==> src/rtl/neo_clkrst_gen.sv <==
`default_nettype none
// +--------------------------------------------------------------------------+
// | Module      : neo_clkrst_gen                                             |
// | Description : Reset sequencer and clock-enable generator on MCLK.        |
// |               Debounces the board reset button, stretches the system     |
// |               reset to a minimum width and produces NUM_CE phase-aligned |
// |               clock-enable pulses with runtime divisors.                 |
// | Optional    : define WATCHDOG_EN to add the watchdog (WD_KICK/WD_FIRED). |
// | Ports       : MCLK        system clock                                   |
// |               RESET       synchronous active-high reset                  |
// |               nRESET_BTN  raw board button, asynchronous, active-low     |
// |               DIV_CFG     channel i divisor at [i*DIV_WIDTH +: DIV_WIDTH]|
// |               CE_OUT      one-cycle clock-enable pulses                  |
// |               nRESET_OUT  active-low reset to the core                   |
// |               RST_BUSY    high while the sequencer is not in RUN         |
// |               WD_KICK     watchdog kick pulse      (WATCHDOG_EN only)    |
// |               WD_FIRED    sticky watchdog flag     (WATCHDOG_EN only)    |
// | Revision    : 1.0  initial release                                       |
// +--------------------------------------------------------------------------+
module neo_clkrst_gen #(
  parameter int NUM_CE          = 4,
  parameter int DIV_WIDTH       = 8,
  parameter int DEBOUNCE_CYCLES = 1024,
  parameter int RST_HOLD_CYCLES = 16
`ifdef WATCHDOG_EN
  ,
  parameter int WD_CYCLES       = 65536
`endif
) (
  input  logic                        MCLK,
  input  logic                        RESET,
  input  logic                        nRESET_BTN,
  input  logic [NUM_CE*DIV_WIDTH-1:0] DIV_CFG,
  output logic [NUM_CE-1:0]           CE_OUT,
  output logic                        nRESET_OUT,
  output logic                        RST_BUSY
`ifdef WATCHDOG_EN
  ,
  input  logic                        WD_KICK,
  output logic                        WD_FIRED
`endif
);

  localparam int c_HOLD_W = (RST_HOLD_CYCLES > 1) ? $clog2(RST_HOLD_CYCLES) : 1;
  localparam int c_DEB_W  = (DEBOUNCE_CYCLES > 1) ? $clog2(DEBOUNCE_CYCLES) : 1;
  localparam logic [c_HOLD_W-1:0] c_HOLD_LAST = c_HOLD_W'(RST_HOLD_CYCLES - 1);
  localparam logic [c_DEB_W-1:0]  c_DEB_LAST  = c_DEB_W'(DEBOUNCE_CYCLES - 1);

  localparam logic [0:0] c_ST_ASSERT = 1'b0;
  localparam logic [0:0] c_ST_RUN    = 1'b1;

  logic [0:0]          r_state;
  logic                r_btn_meta;
  logic                r_btn_s;
  logic [c_HOLD_W-1:0] r_hold_cnt;
  logic [c_DEB_W-1:0]  r_deb_cnt;
  logic                r_nreset_out;
  logic                r_rst_busy;
  logic                w_deb_expire;
  logic                w_to_assert;

  // Only a full run of consecutive low samples ends in a reset request.
  assign w_deb_expire = (r_state == c_ST_RUN) && !r_btn_s && (r_deb_cnt == c_DEB_LAST);

`ifdef WATCHDOG_EN
  localparam int c_WD_W = (WD_CYCLES > 1) ? $clog2(WD_CYCLES) : 1;
  localparam logic [c_WD_W-1:0] c_WD_LAST = c_WD_W'(WD_CYCLES - 1);

  logic [c_WD_W-1:0] r_wd_cnt;
  logic              r_wd_fired;
  logic              w_wd_expire;

  // A kick in the terminal cycle wins over expiry.
  assign w_wd_expire = (r_state == c_ST_RUN) && !WD_KICK && (r_wd_cnt == c_WD_LAST);
  // Debounce and watchdog collapse into one ASSERT entry.
  assign w_to_assert = w_deb_expire | w_wd_expire;

  always_ff @(posedge MCLK) begin
    if (RESET) begin
      r_wd_cnt   <= '0;
      r_wd_fired <= 1'b0;
    end else if (r_state != c_ST_RUN) begin
      r_wd_cnt   <= '0;
    end else if (WD_KICK) begin
      r_wd_cnt   <= '0;
      r_wd_fired <= 1'b0;
    end else if (w_wd_expire) begin
      r_wd_cnt   <= '0;
      r_wd_fired <= 1'b1;
    end else begin
      r_wd_cnt   <= r_wd_cnt + 1'b1;
    end
  end

  assign WD_FIRED = r_wd_fired;
`else
  assign w_to_assert = w_deb_expire;
`endif

  // Sequencer: outputs are registered alongside the state so they change on
  // the same edge as the state transition.
  always_ff @(posedge MCLK) begin
    if (RESET) begin
      r_btn_meta   <= 1'b1;
      r_btn_s      <= 1'b1;
      r_state      <= c_ST_ASSERT;
      r_hold_cnt   <= '0;
      r_deb_cnt    <= '0;
      r_nreset_out <= 1'b0;
      r_rst_busy   <= 1'b1;
    end else begin
      r_btn_meta <= nRESET_BTN;
      r_btn_s    <= r_btn_meta;
      case (r_state)
        c_ST_ASSERT: begin
          r_deb_cnt <= '0;
          // A held button keeps the hold count at zero, extending the reset.
          if (!r_btn_s) begin
            r_hold_cnt <= '0;
          end else if (r_hold_cnt == c_HOLD_LAST) begin
            r_hold_cnt   <= '0;
            r_state      <= c_ST_RUN;
            r_nreset_out <= 1'b1;
            r_rst_busy   <= 1'b0;
          end else begin
            r_hold_cnt <= r_hold_cnt + 1'b1;
          end
        end
        default: begin
          r_hold_cnt <= '0;
          if (r_btn_s) begin
            r_deb_cnt <= '0;
          end else begin
            r_deb_cnt <= r_deb_cnt + 1'b1;
          end
          if (w_to_assert) begin
            r_deb_cnt    <= '0;
            r_state      <= c_ST_ASSERT;
            r_nreset_out <= 1'b0;
            r_rst_busy   <= 1'b1;
          end
        end
      endcase
    end
  end

  assign nRESET_OUT = r_nreset_out;
  assign RST_BUSY   = r_rst_busy;

  // Clock-enable channels. Counters are cleared only by RESET, never by the
  // sequencer, so channels with related divisors keep a common phase.
  for (genvar gi = 0; gi < NUM_CE; gi++) begin : g_ce
    logic [DIV_WIDTH-1:0] w_div;
    logic [DIV_WIDTH-1:0] w_lim;
    logic [DIV_WIDTH-1:0] r_cnt;
    logic                 r_ce;

    assign w_div = DIV_CFG[gi*DIV_WIDTH +: DIV_WIDTH];
    // A zero divisor behaves as one.
    assign w_lim = (w_div == '0) ? '0 : (w_div - 1'b1);

    // ">=" lets a lowered divisor wrap immediately instead of overrunning.
    always_ff @(posedge MCLK) begin
      if (RESET) begin
        r_cnt <= '0;
        r_ce  <= 1'b0;
      end else if (r_cnt >= w_lim) begin
        r_cnt <= '0;
        r_ce  <= 1'b1;
      end else begin
        r_cnt <= r_cnt + 1'b1;
        r_ce  <= 1'b0;
      end
    end

    assign CE_OUT[gi] = r_ce;
  end

endmodule
`default_nettype wire

==> config.mk <==
export PLATFORM = sky130hd
export DESIGN_NAME = neo_clkrst_gen
export DESIGN_NICKNAME = d
export VERILOG_FILES = /design/src/rtl/neo_clkrst_gen.sv
export SDC_FILE = /design/constraint.sdc
export NUM_CORES = 1
export LEC_CHECK = 0
export ABC_AREA = 1
export CORE_MARGIN = 2
export CORE_UTILIZATION = 55
export CTS_CLUSTER_SIZE = 28
export DETAILED_ROUTE_END_ITERATION = 8
export HOLD_SLACK_MARGIN = 0.02
export PLACE_DENSITY = 0.85
export SLEW_MARGIN = 0
export SYNTH_ARGS = -nofsm -noshare
export SYNTH_HDL_FRONTEND = slang
export SYNTH_SLANG_ARGS = --single-unit
==> constraint.sdc <==
create_clock -name MCLK -period 4.7 [get_ports MCLK]
set_input_delay 0.94 -clock MCLK [delete_from_list [all_inputs] [get_ports MCLK]]
set_output_delay 0.94 -clock MCLK [all_outputs]
set_load 0.01 [all_outputs]
Word-level counts from Yosys, hierarchy flattened
Cells that the tools add are included.
{"block": "word_totals", "ff_bits": 55, "word_cells": 70}
{"block": "classes", "add_sub_neg": 10, "order_cmp": 4, "eq_ne": 3, "mux": 20, "bitwise": 2, "reduce_logical": 16}
{"operator": "$add 8x1->8 const B", "count": 4}
{"operator": "$ge 8x8->1", "count": 4}
{"operator": "$logic_not 8->1", "count": 4}
{"operator": "$mux 8", "count": 4}
{"operator": "$sub 8x1->8 const B", "count": 4}
{"operator": "$mux 1", "count": 16}
{"operator": "$add 10x1->10 const B", "count": 1}
{"operator": "$eq 10x10->1 const B", "count": 1}
{"operator": "$reduce_or 2->1", "count": 4}
{"operator": "$reduce_or 4->1", "count": 2}
{"operator": "$add 4x1->4 const B", "count": 1}
{"operator": "$eq 4x4->1 const B", "count": 1}
{"operator": "$reduce_bool 2->1", "count": 2}
{"operator": "$reduce_and 3->1", "count": 1}
{"operator": "$logic_and 1x1->1", "count": 2}
{"operator": "$ne 2x1->1 const B", "count": 1}
{"operator": "$not 1->1", "count": 2}
{"operator": "$logic_not 1->1", "count": 1}

Depth between registers and ports, before layout
{"block": "depth", "ltp_word": 5, "ltp_mapped": 16, "depth_no_buf": 16}

Worst setup path before layout
No wires, ideal clock.
{"block": "synth_path", "path_type": "input to register", "startpoint": "in DIV_CFG[16]", "endpoint": "reg g_ce[2].r_cnt[0]", "setup_ps": 69, "arrival_ps": 2574, "required_time_ps": 4631, "setup_slack_ps": 2057, "stages": 14, "path_buffers": 0, "path_cell_list": "inv_1 -> ha_1 -> inv_1 -> nor2_2 -> nand2_1 -> nor3_4 -> nand3_2 -> o21ai_0 -> ha_1 -> a21oi_1 -> nand2_1 -> nand2_1 -> nand3_1 -> nor2_1"}
{"block": "synth_between", "elab_chain_cells": 4, "elab_cells_between_ends": 5, "cone_classes": "add/sub (1); order compare (1); mux (1); reduce/logical (2)"}
{"element": "from (decl)", "line": "33", "rtl": "input logic [NUM_CE*DIV_WIDTH-1:0] DIV_CFG,"}
{"element": "$sub 8x1->8 / $logic_not 8->1 (equally long branches)", "line": "160", "rtl": "assign w_lim = (w_div == '0) ? '0 : (w_div - 1'b1);"}
{"element": "$mux 8 *", "line": "160"}
{"element": "$ge 8x8->1 *", "line": "167", "rtl": "end else if (r_cnt >= w_lim) begin"}
{"element": "$reduce_or 2->1 (no line) *"}
{"element": "to (signal assigned)", "line": "171", "rtl": "r_cnt <= r_cnt + 1'b1;"}
{"element": "to (decl)", "line": "155", "rtl": "logic [DIV_WIDTH-1:0] r_cnt;"}
Mark *: on every way between the ends. The rest lies on a longest branch, timed or not.
A chain may end at the register's enable or synchronous reset.

Worst setup path in the final report
{"block": "layout_path", "startpoint": "in DIV_CFG[16]", "endpoint": "reg g_ce[2].r_cnt[3]"}
The elaborated chain is that of the path after synthesis.

==> flow_metrics.py <==
metrics = {
    "synth": {
        "synth.area.top_cells": "dfxtp_1, ha_1, nand2_1",
        "synthArstFlopShare_pct": 0,
        "synth_top_area_share_pct": 30.37,
        "synth_area_um2": 3626,
        "synthFlopType": "dfxtp_1",
        "ys_ff_latch": 55,
        "syn_nets": 577,
        "yosysWarningCount": 0,
        "synth.avg_cell_area_um2": 7.252,
        "synth_edf_count": 0,
        "synthDistinctLibCells": 33,
        "yosysMostFrequentCell": "nand2_1",
        "synth_cells": 500,
        "ys_seq_area_share_pct": 30.37,
        "ys_top_cells_by_count": "nand2_1, inv_1, nor2_1",
        "synth_top_area_cell": "dfxtp_1",
    },
    "floorplanning": {
        "ios": 41,
        "dieArea_um2": 7258,
        "dieWidth_um": 85.20,
        "core_area_um2": 6350,
        "initial_core_util_pct": 57.10,
        "fp.dieH_um": 85.20,
        "rows": 29,
    },
    "layout": {
        "syn2layout_area_growth_pct": 15.91,
        "ff_latch_area_um2": 1101,
        "fill_cells": 545,
        "layout.nets": 619,
        "drive_above_1_share_pct": 6.998,
        "n_antenna_cell": 0,
        "multi_input_area_um2": 2212,
    },
    "sta": {
        "rsz0062_at_grt": "false",
        "slew_violations": 0,
        "hold_viol_final": 0,
        "min_period_ns": 3.150,
        "setup_slack_ns": 1.550,
        "finalSetupTns_ns": 0,
        "fmax_mhz": 317.4,
        "max_slew_margin_pct": 71.41,
        "skew_ns": 0.01191,
        "final-setup-viol-count": 0,
        "fin_crit_sh_pct": 67.03,
        "worstMarginPinSlew_ns": 0.4275,
    },
    "route": {
        "ant_nets": 0,
        "avgViaCountPerCell": 5.202,
        "routed-via-count": 3225,
        "met3_length_um": 234,
        "top_layer": "met4",
        "firstDrtPassIters": 4,
        "route.detailed.drc": 0,
        "routed_wl_mm": 6.963,
        "wl_met1_mm": 3.065,
        "wl_met2_mm": 3.564,
        "drt-initial-drc-count": 88,
        "wl_per_cell_um": 11.23,
    },
    "worst_setup_path": {
        "cp_max_fo": 8,
        "path_class": "in -> reg",
        "r2r_cells": 9,
        "cp-start-kind": "input port",
        "arrival_ns": 3.40,
        "crit_required_ns": 4.95,
        "r2r-start": "g_ce[2].r_cnt[0]$_SDFF_PP0_",
        "r2r_end": "g_ce[2].r_cnt[3]$_SDFF_PP0_",
        "ff2ff_setup_slack_ns": 3.11,
        "worst_setup_path_end_kind": "register",
    },
    "clock_tree": {
        "cts.repair.resized": 0,
        "numCtsBuffers": 5,
        "htree_num_levels": 2,
        "clk_path_buf_depth": 2,
        "cts_setup_buffers": 0,
        "cts_sinks": 55,
        "postCtsHoldBufs": 0,
        "clkSlewWorstSetupHoldPaths_ns": 0.10,
        "cts-root-buf": "clkbuf_8",
        "cts_tree": "yes",
        "clk-insertion-delay-late_ns": 0.32,
    },
    "power_and_ir_drop": {
        "p_leak_nw": 1.910,
        "vdd_drop_max_mv": 0.1610,
        "design_power_total_uw": 979.0,
        "powerDensity_nw_per_um2": 232.9,
    },
    "placed_design": {
        "gp_congestion": 0.9285,
        "io_buffer_count": 40,
        "hpwlAfterDp_mm": 5.545,
        "dp_worst_setup_slack_ns": 1.249,
    },
    "grt": {
        "grt_pass1_wl_mm": 12.63,
        "grt_antenna_before_repair": 0,
        "grt_overflow_total": 0,
        "grt.total_usage_pct": 20.81,
        "grt_pass1_vias": 3154,
        "grt_start_max_net_pins": 19,
    },
    "worst_hold_path": {
        "whs_path_depth": 1,
        "hold_start": "r_btn_meta$_SDFF_PP1_",
        "hold_path_end": "r_btn_s$_SDFF_PP1_",
        "hold_class": "reg -> reg",
    },
    "job": {
        "drv_cap": 0,
    },
    "status": {
        "status": "completed",
    },
}
## worst max-delay path by stage
| stage | from | endpoint | slack [ns] | cells after the start |
|---|---|---|---|---|
| 2_1_floorplan | DIV_CFG[16] | g_ce[2].r_cnt[0]$_SDFF_PP0_ | 2.06 | 14 |
| 3_5_place_dp | DIV_CFG[0] | g_ce[0].r_cnt[7]$_SDFF_PP0_ | 1.25 | 15 |
| 5_1_grt | DIV_CFG[16] | g_ce[2].r_cnt[5]$_SDFF_PP0_ | 1.24 | 15 |
| 4_1_cts | DIV_CFG[16] | g_ce[2].r_cnt[3]$_SDFF_PP0_ | 1.57 | 15 |
| 3_3_place_gp | DIV_CFG[16] | g_ce[2].r_cnt[7]$_SDFF_PP0_ | 1.35 | 14 |
| 6_report | DIV_CFG[16] | g_ce[2].r_cnt[3]$_SDFF_PP0_ | 1.55 | 15 |
## flip-flops by register name, summed over array words and instances (netlist names)
name        cells
RST_BUSY        1
g_ce.r_ce       4
g_ce.r_cnt     32
nRESET_OUT      1
r_btn_meta      1
r_btn_s         1
r_deb_cnt      10
r_hold_cnt      4
r_state         1
## logic make-up after synthesis
logic type / synth area share [%]
compound gates: 8.109
xor+xnor: 5.797
fa+ha+maj: 14.49
buf+inv: 8.627
flops: 30.37
simple gates: 32.61
## per-layer routing
metal	global-route usage [%]	vias up
li1	-	1711
met1	23.65	1449
met2	39.84	52
met3	3.016	13
met4	6.061	0
met5	0	-
## worst max-delay path, cell delays in order
cell and delay [ns]:
clkdlybuf4s50_1 0.42, inv_1 0.11, ha_1 0.19, inv_1 0.06, nor2_2 0.12, nand2_1 0.12, nor3_4 0.19, nand3_2 0.16
o21ai_0 0.14, ha_1 0.29, a21oi_1 0.16, nand2_1 0.08, nand2_1 0.07, nand3_1 0.22, nor2_1 0.16
## layout by cell type, fill, tap and decap left out, types with 2 or more instances in the layout
master            n
a21o_1            2
a21oi_1          21
a31oi_1           4
clkbuf_8          5
clkdlybuf4s50_1  40
dfxtp_1          55
ha_1             42
inv_1            72
inv_2             2
nand2_1          85
nand3_1          51
nand3_2           6
nand3b_1          2
nand4_1          10
nor2_1           70
nor2_2            3
nor2_4            2
nor3_1            2
nor3_2            4
nor3_4            3
o21a_1            4
o21ai_0          18
or2_2             5
xnor2_1          14
xor2_1           10
## layout make-up
type                       count  area share [%]
timing repair buffer          40           9.527
clock inverter                 3           1.102
clock buffer                   5           1.637
tap                           77           2.292
multi-input combinational    366           52.63
sequential                    55           26.20
inverter                      74           6.609
## per-stage QoR
stage / cell area (µm²) / utilization [%] / instances / hold WS (ns)
after floorplan: 3626 / - / 500 / 0.3895
after global placement: 4088 / 64.37 / 612 / 0.3985
after detailed placement: 4088 / 64.37 / 612 / 0.4137
after CTS: 4203 / 66.19 / 620 / 0.4385
after global routing: 4203 / 66.19 / 620 / 0.4591
final: 4203 / 66.19 / 620 / 0.4426
## power breakdown
group | internal, mW | switching, mW
combinational | 0.0768 | 0.0874
sequential | 0.479 | 0.0140
clock | 0.161 | 0.161
total | 0.717 | 0.262
(Power assumes the default switching activity.)
==> patch 1 (config.mk and constraints unchanged) <==
The option `WATCHDOG_EN` is turned on by a define.
--- a/src/rtl/neo_clkrst_gen.sv
+++ b/src/rtl/neo_clkrst_gen.sv
@@ -18,4 +18,6 @@
 // | Revision    : 1.0  initial release                                       |
 // +--------------------------------------------------------------------------+
+`define WATCHDOG_EN
+
 module neo_clkrst_gen #(
   parameter int NUM_CE          = 4,
Ports: changed (added WD_FIRED and WD_KICK); port bits go from 41 to 43. The function was not compared with the original's and may differ.
==> patch 1 against the unedited design <==
- clock power up 45%
- area after synthesis rose by 21%
- utilization down 0.35 points
- design area up 21%
- sequential cell count grew 17
- routed wire length up 17%
- non-clock buffer count grew 2
- power increased by 29%
- first-iteration DRC count increased by 32%
- worst setup slack worse by 0.17 ns
==> patch 1: results (changes against the unedited design) <==
----------------------------------------------------
[Synthesis]
  Xor/xnor share of the synthesized area ... 7.96% (+2.2 points)
  Synthesized-area fraction occupied by ao, oa, aoi and oai cells ... 6.05% (-2.1 points)
  Syn Inst Count ... 609 (+22%)
  Area share of fa/ha/maj cells after synthesis ... 12.2% (-2.3 points)
  Distinct cell type count after synthesis ... 31 (-6.1%)

[Power]
  Switching component of the power ... 0.321 mW (+23%)
  Static leakage ... 2.31 nW (+21%)

[Setup path]
  R2R Setup Slk ... 3.16 ns (+0.05 ns)
  Crit path arrival time ... 3.60 ns (+0.20 ns)

[Layout]
  Proportion of cell area occupied by multi-input gates ... 50.6% (-2.0 points)
  Sequential fraction of total cell area ... 28.3% (+2.1 points)
  Layout Nets ... 736 (+19%)
  Non-Clock Inverter Count ... 89 (+20%)
  Final sequential cell count ... 72 (+31%)

[Placement]
  Final RePlAce weighted congestion ... 0.840 (-9.5%)
  Detail Placement HPWL ... 6.34 mm (+14%)
  Pre-CTS setup slack ... 1.05 ns (-0.194 ns)
  Total instance count after detailed placement ... 748 (+22%)

[Timing]
  Worst clock skew ... 0.00732 ns (-0.00458 ns)
  Slew Limit Headroom ... 66.3% (-5.1 points)

[Clocking]
  CTS buffer count ... 9 (+4)

[Routing]
  Amount of wire on met3 after detailed routing ... 275 um (+18%)
  Met2 wire len ... 3.83 mm (+7.4%)
  Average detailed-routed wire length per instance ... 10.7 um (-4.8%)
  Met1 wire length ... 3.92 mm (+28%)

[Global routing]
  Met1 Resource Use GR ... 23.9% (+0.23 points)
  Overall fraction of global-route tracks in use ... 19.8% (-0.97 points)
  Global Route met3 Usage ... 3.06% (+0.046 points)

[Run status]
  Result of the run ... finished clean

----------------------------------------------------
## patch 1: changes by cell type in the layout (fill, tap and decap cells not counted), sizes merged, moves of 7 or more
cell	before	now
nor2	75	109
inv	75	88
dfxtp	55	72
xnor2	14	21
xor2	10	19
nand4	10	18
nand2	87	109
## patch 1: kinds of logic (layout without fill, tap and decap cells)
kind of cell	Yosys count	in the layout
buf+inv	94	147
flops	72	72
fa+ha+maj	43	43
simple gates	313	313
compound gates	47	47
xor+xnor	40	40
## patch 1: power groups by stage
stage	combinational (mW)	sequential (mW)	clock, mW
finish	0.159	0.637	0.468
CTS	0.159	0.637	0.478
detailed placement	0.157	0.651	0
global route	0.185	0.638	0.503
floorplan	0.0996	0.647	0
global placement	0.148	0.650	0
## patch 1: worst paths after layout
kind / start / end / cells after the start
max: DIV_CFG[16] / g_ce[2].r_cnt[0] / 14
min: r_btn_meta / r_btn_s / 1
max reg2reg: r_wd_cnt[0] / r_wd_cnt[13] / 6
min reg2reg: r_btn_meta / r_btn_s / 1
==> patch 2 (config.mk and constraints unchanged) <==
Made on the original files. Add an input register stage for `DIV_CFG`, with the module's reset; this delays it by one clock.
--- a/src/rtl/neo_clkrst_gen.sv
+++ b/src/rtl/neo_clkrst_gen.sv
@@ -49,4 +49,14 @@
   localparam logic [0:0] c_ST_ASSERT = 1'b0;
   localparam logic [0:0] c_ST_RUN    = 1'b1;
+
+  logic [NUM_CE*DIV_WIDTH-1:0] DIV_CFG_q;
+
+  always_ff @(posedge MCLK) begin
+    if (RESET) begin
+      DIV_CFG_q <= '0;
+    end else begin
+      DIV_CFG_q <= DIV_CFG;
+    end
+  end
 
   logic [0:0]          r_state;
@@ -156,5 +166,5 @@
     logic                 r_ce;
 
-    assign w_div = DIV_CFG[gi*DIV_WIDTH +: DIV_WIDTH];
+    assign w_div = DIV_CFG_q[gi*DIV_WIDTH +: DIV_WIDTH];
     // A zero divisor behaves as one.
     assign w_lim = (w_div == '0) ? '0 : (w_div - 1'b1);
Function: changed (a bounded check fails within 4 cycles, from zero or initial values and one cycle with RESET high).
==> patch 2 against the unedited design <==
- worst setup slack improved by 0.67 ns
- design area increased by 23%
- power up 56%
- clock power grew 56%
- sequential cell count is 32 higher
- die area increased by 23%
- non-clock buffer count is 1 higher
- area after synthesis is 24% higher
- sequential power grew 61%
- routed wire length rose by 20%
- sequential share of layout area rose by 7.5 points
- utilization down 0.065 points
- via count up 16%
- fmax up 27%
- critical path type is now reg2reg
- highest routed layer unchanged
==> patch 2: results (changes against the unedited design) <==
----------------------------------------------------
[Global routing]
  Global Route met3 Usage ... 5.51% (+2.5 points)
  First-pass GRT wire length ... 14.4 mm (+14%)
  Global-route met2 utilization ... 39.9% (+0.097 points)
  Met1 Resource Use GR ... 20.7% (-2.9 points)

[Placement]
  Pre-CTS setup slack ... 1.87 ns (+0.625 ns)
  Total instance count after detailed placement ... 736 (+20%)
  Placed inst area ... 4980 sq um (+22%)
  Final RePlAce weighted congestion ... 0.780 (-16%)

[Power]
  Proportion of power drawn by combinational gates ... 15.2% (-1.6 points)
  Static leakage ... 2.38 nW (+25%)
  Pwr Density ... 297 nW/um^2 (+27%)

[Clocking]
  CTS buffer count ... 9 (+4)
  Worst skew pair latency ... 0.36 ns (+0.04 ns)
  Clock slew at reported path FFs ... 0.08 ns (-0.02 ns)

[Layout]
  Fillers ... 671 (+23%)
  Clock tree cell share of total cell area ... 3.59% (+0.85 points)
  Final Util ... 66.1% (about the same)
  Non-clk bufs ... 41 (+2.5%)
  Non-clock buffer share ... 7.90% (-1.6 points)
  Layout Nets ... 722 (+17%)

[Run status]
  Result of the run ... finished clean

[Synthesis]
  Cell types with the highest counts after synthesis ... nor2_1, inv_1, nand2_1
  Synth top area cells ... dfxtp_1, ha_1, nor2_1
  Distinct cell type count after synthesis ... 34 (+3.0%)
  Synthesized-area fraction occupied by ao, oa, aoi and oai cells ... 6.63% (-1.5 points)
  FF+latch count, synth ... 87 (+58%)

[Die]
  Die W ... 94.4 um (+11%)

[Routing]
  1st-iter DRT viols ... 147 (+67%)
  Average via count per standard cell ... 4.97 (-4.5%)
  Met1 wire length ... 3.57 mm (+17%)

[Timing]
  Worst clock skew ... 0.0108 ns (-0.00111 ns)

[Setup path]
  R2R Setup Slk ... 2.22 ns (-0.89 ns)

----------------------------------------------------
==> patch 2: cell types whose count changed after synthesis, sizes merged, moves of 2 or more <==
cell / delta
nor2: +37
a21oi: -2
nor3b: +2
inv: +30
dfxtp: +32
nand3: -2
nor3: -2
nand4: -2
nand2: +5
buf: +3
==> patch 2: cells by family after synthesis <==
kind of cell,Yosys count
simple gates,285
buf+inv,113
flops,87
compound gates,51
fa+ha+maj,42
xor+xnor,23
==> patch 2: worst min-delay path by stage <==
| stage | startpoint | end | slack [ns] | cells after the start |
|---|---|---|---|---|
| 2_1_floorplan | r_btn_meta | r_btn_s | 0.39 | 1 |
| 3_3_place_gp | r_btn_meta | r_btn_s | 0.42 | 1 |
| 3_5_place_dp | r_btn_meta | r_btn_s | 0.42 | 1 |
| 4_1_cts | r_btn_meta | r_btn_s | 0.44 | 1 |
| 5_1_grt | r_btn_meta | r_btn_s | 0.45 | 1 |
| 6_report | r_btn_meta | r_btn_s | 0.43 | 1 |
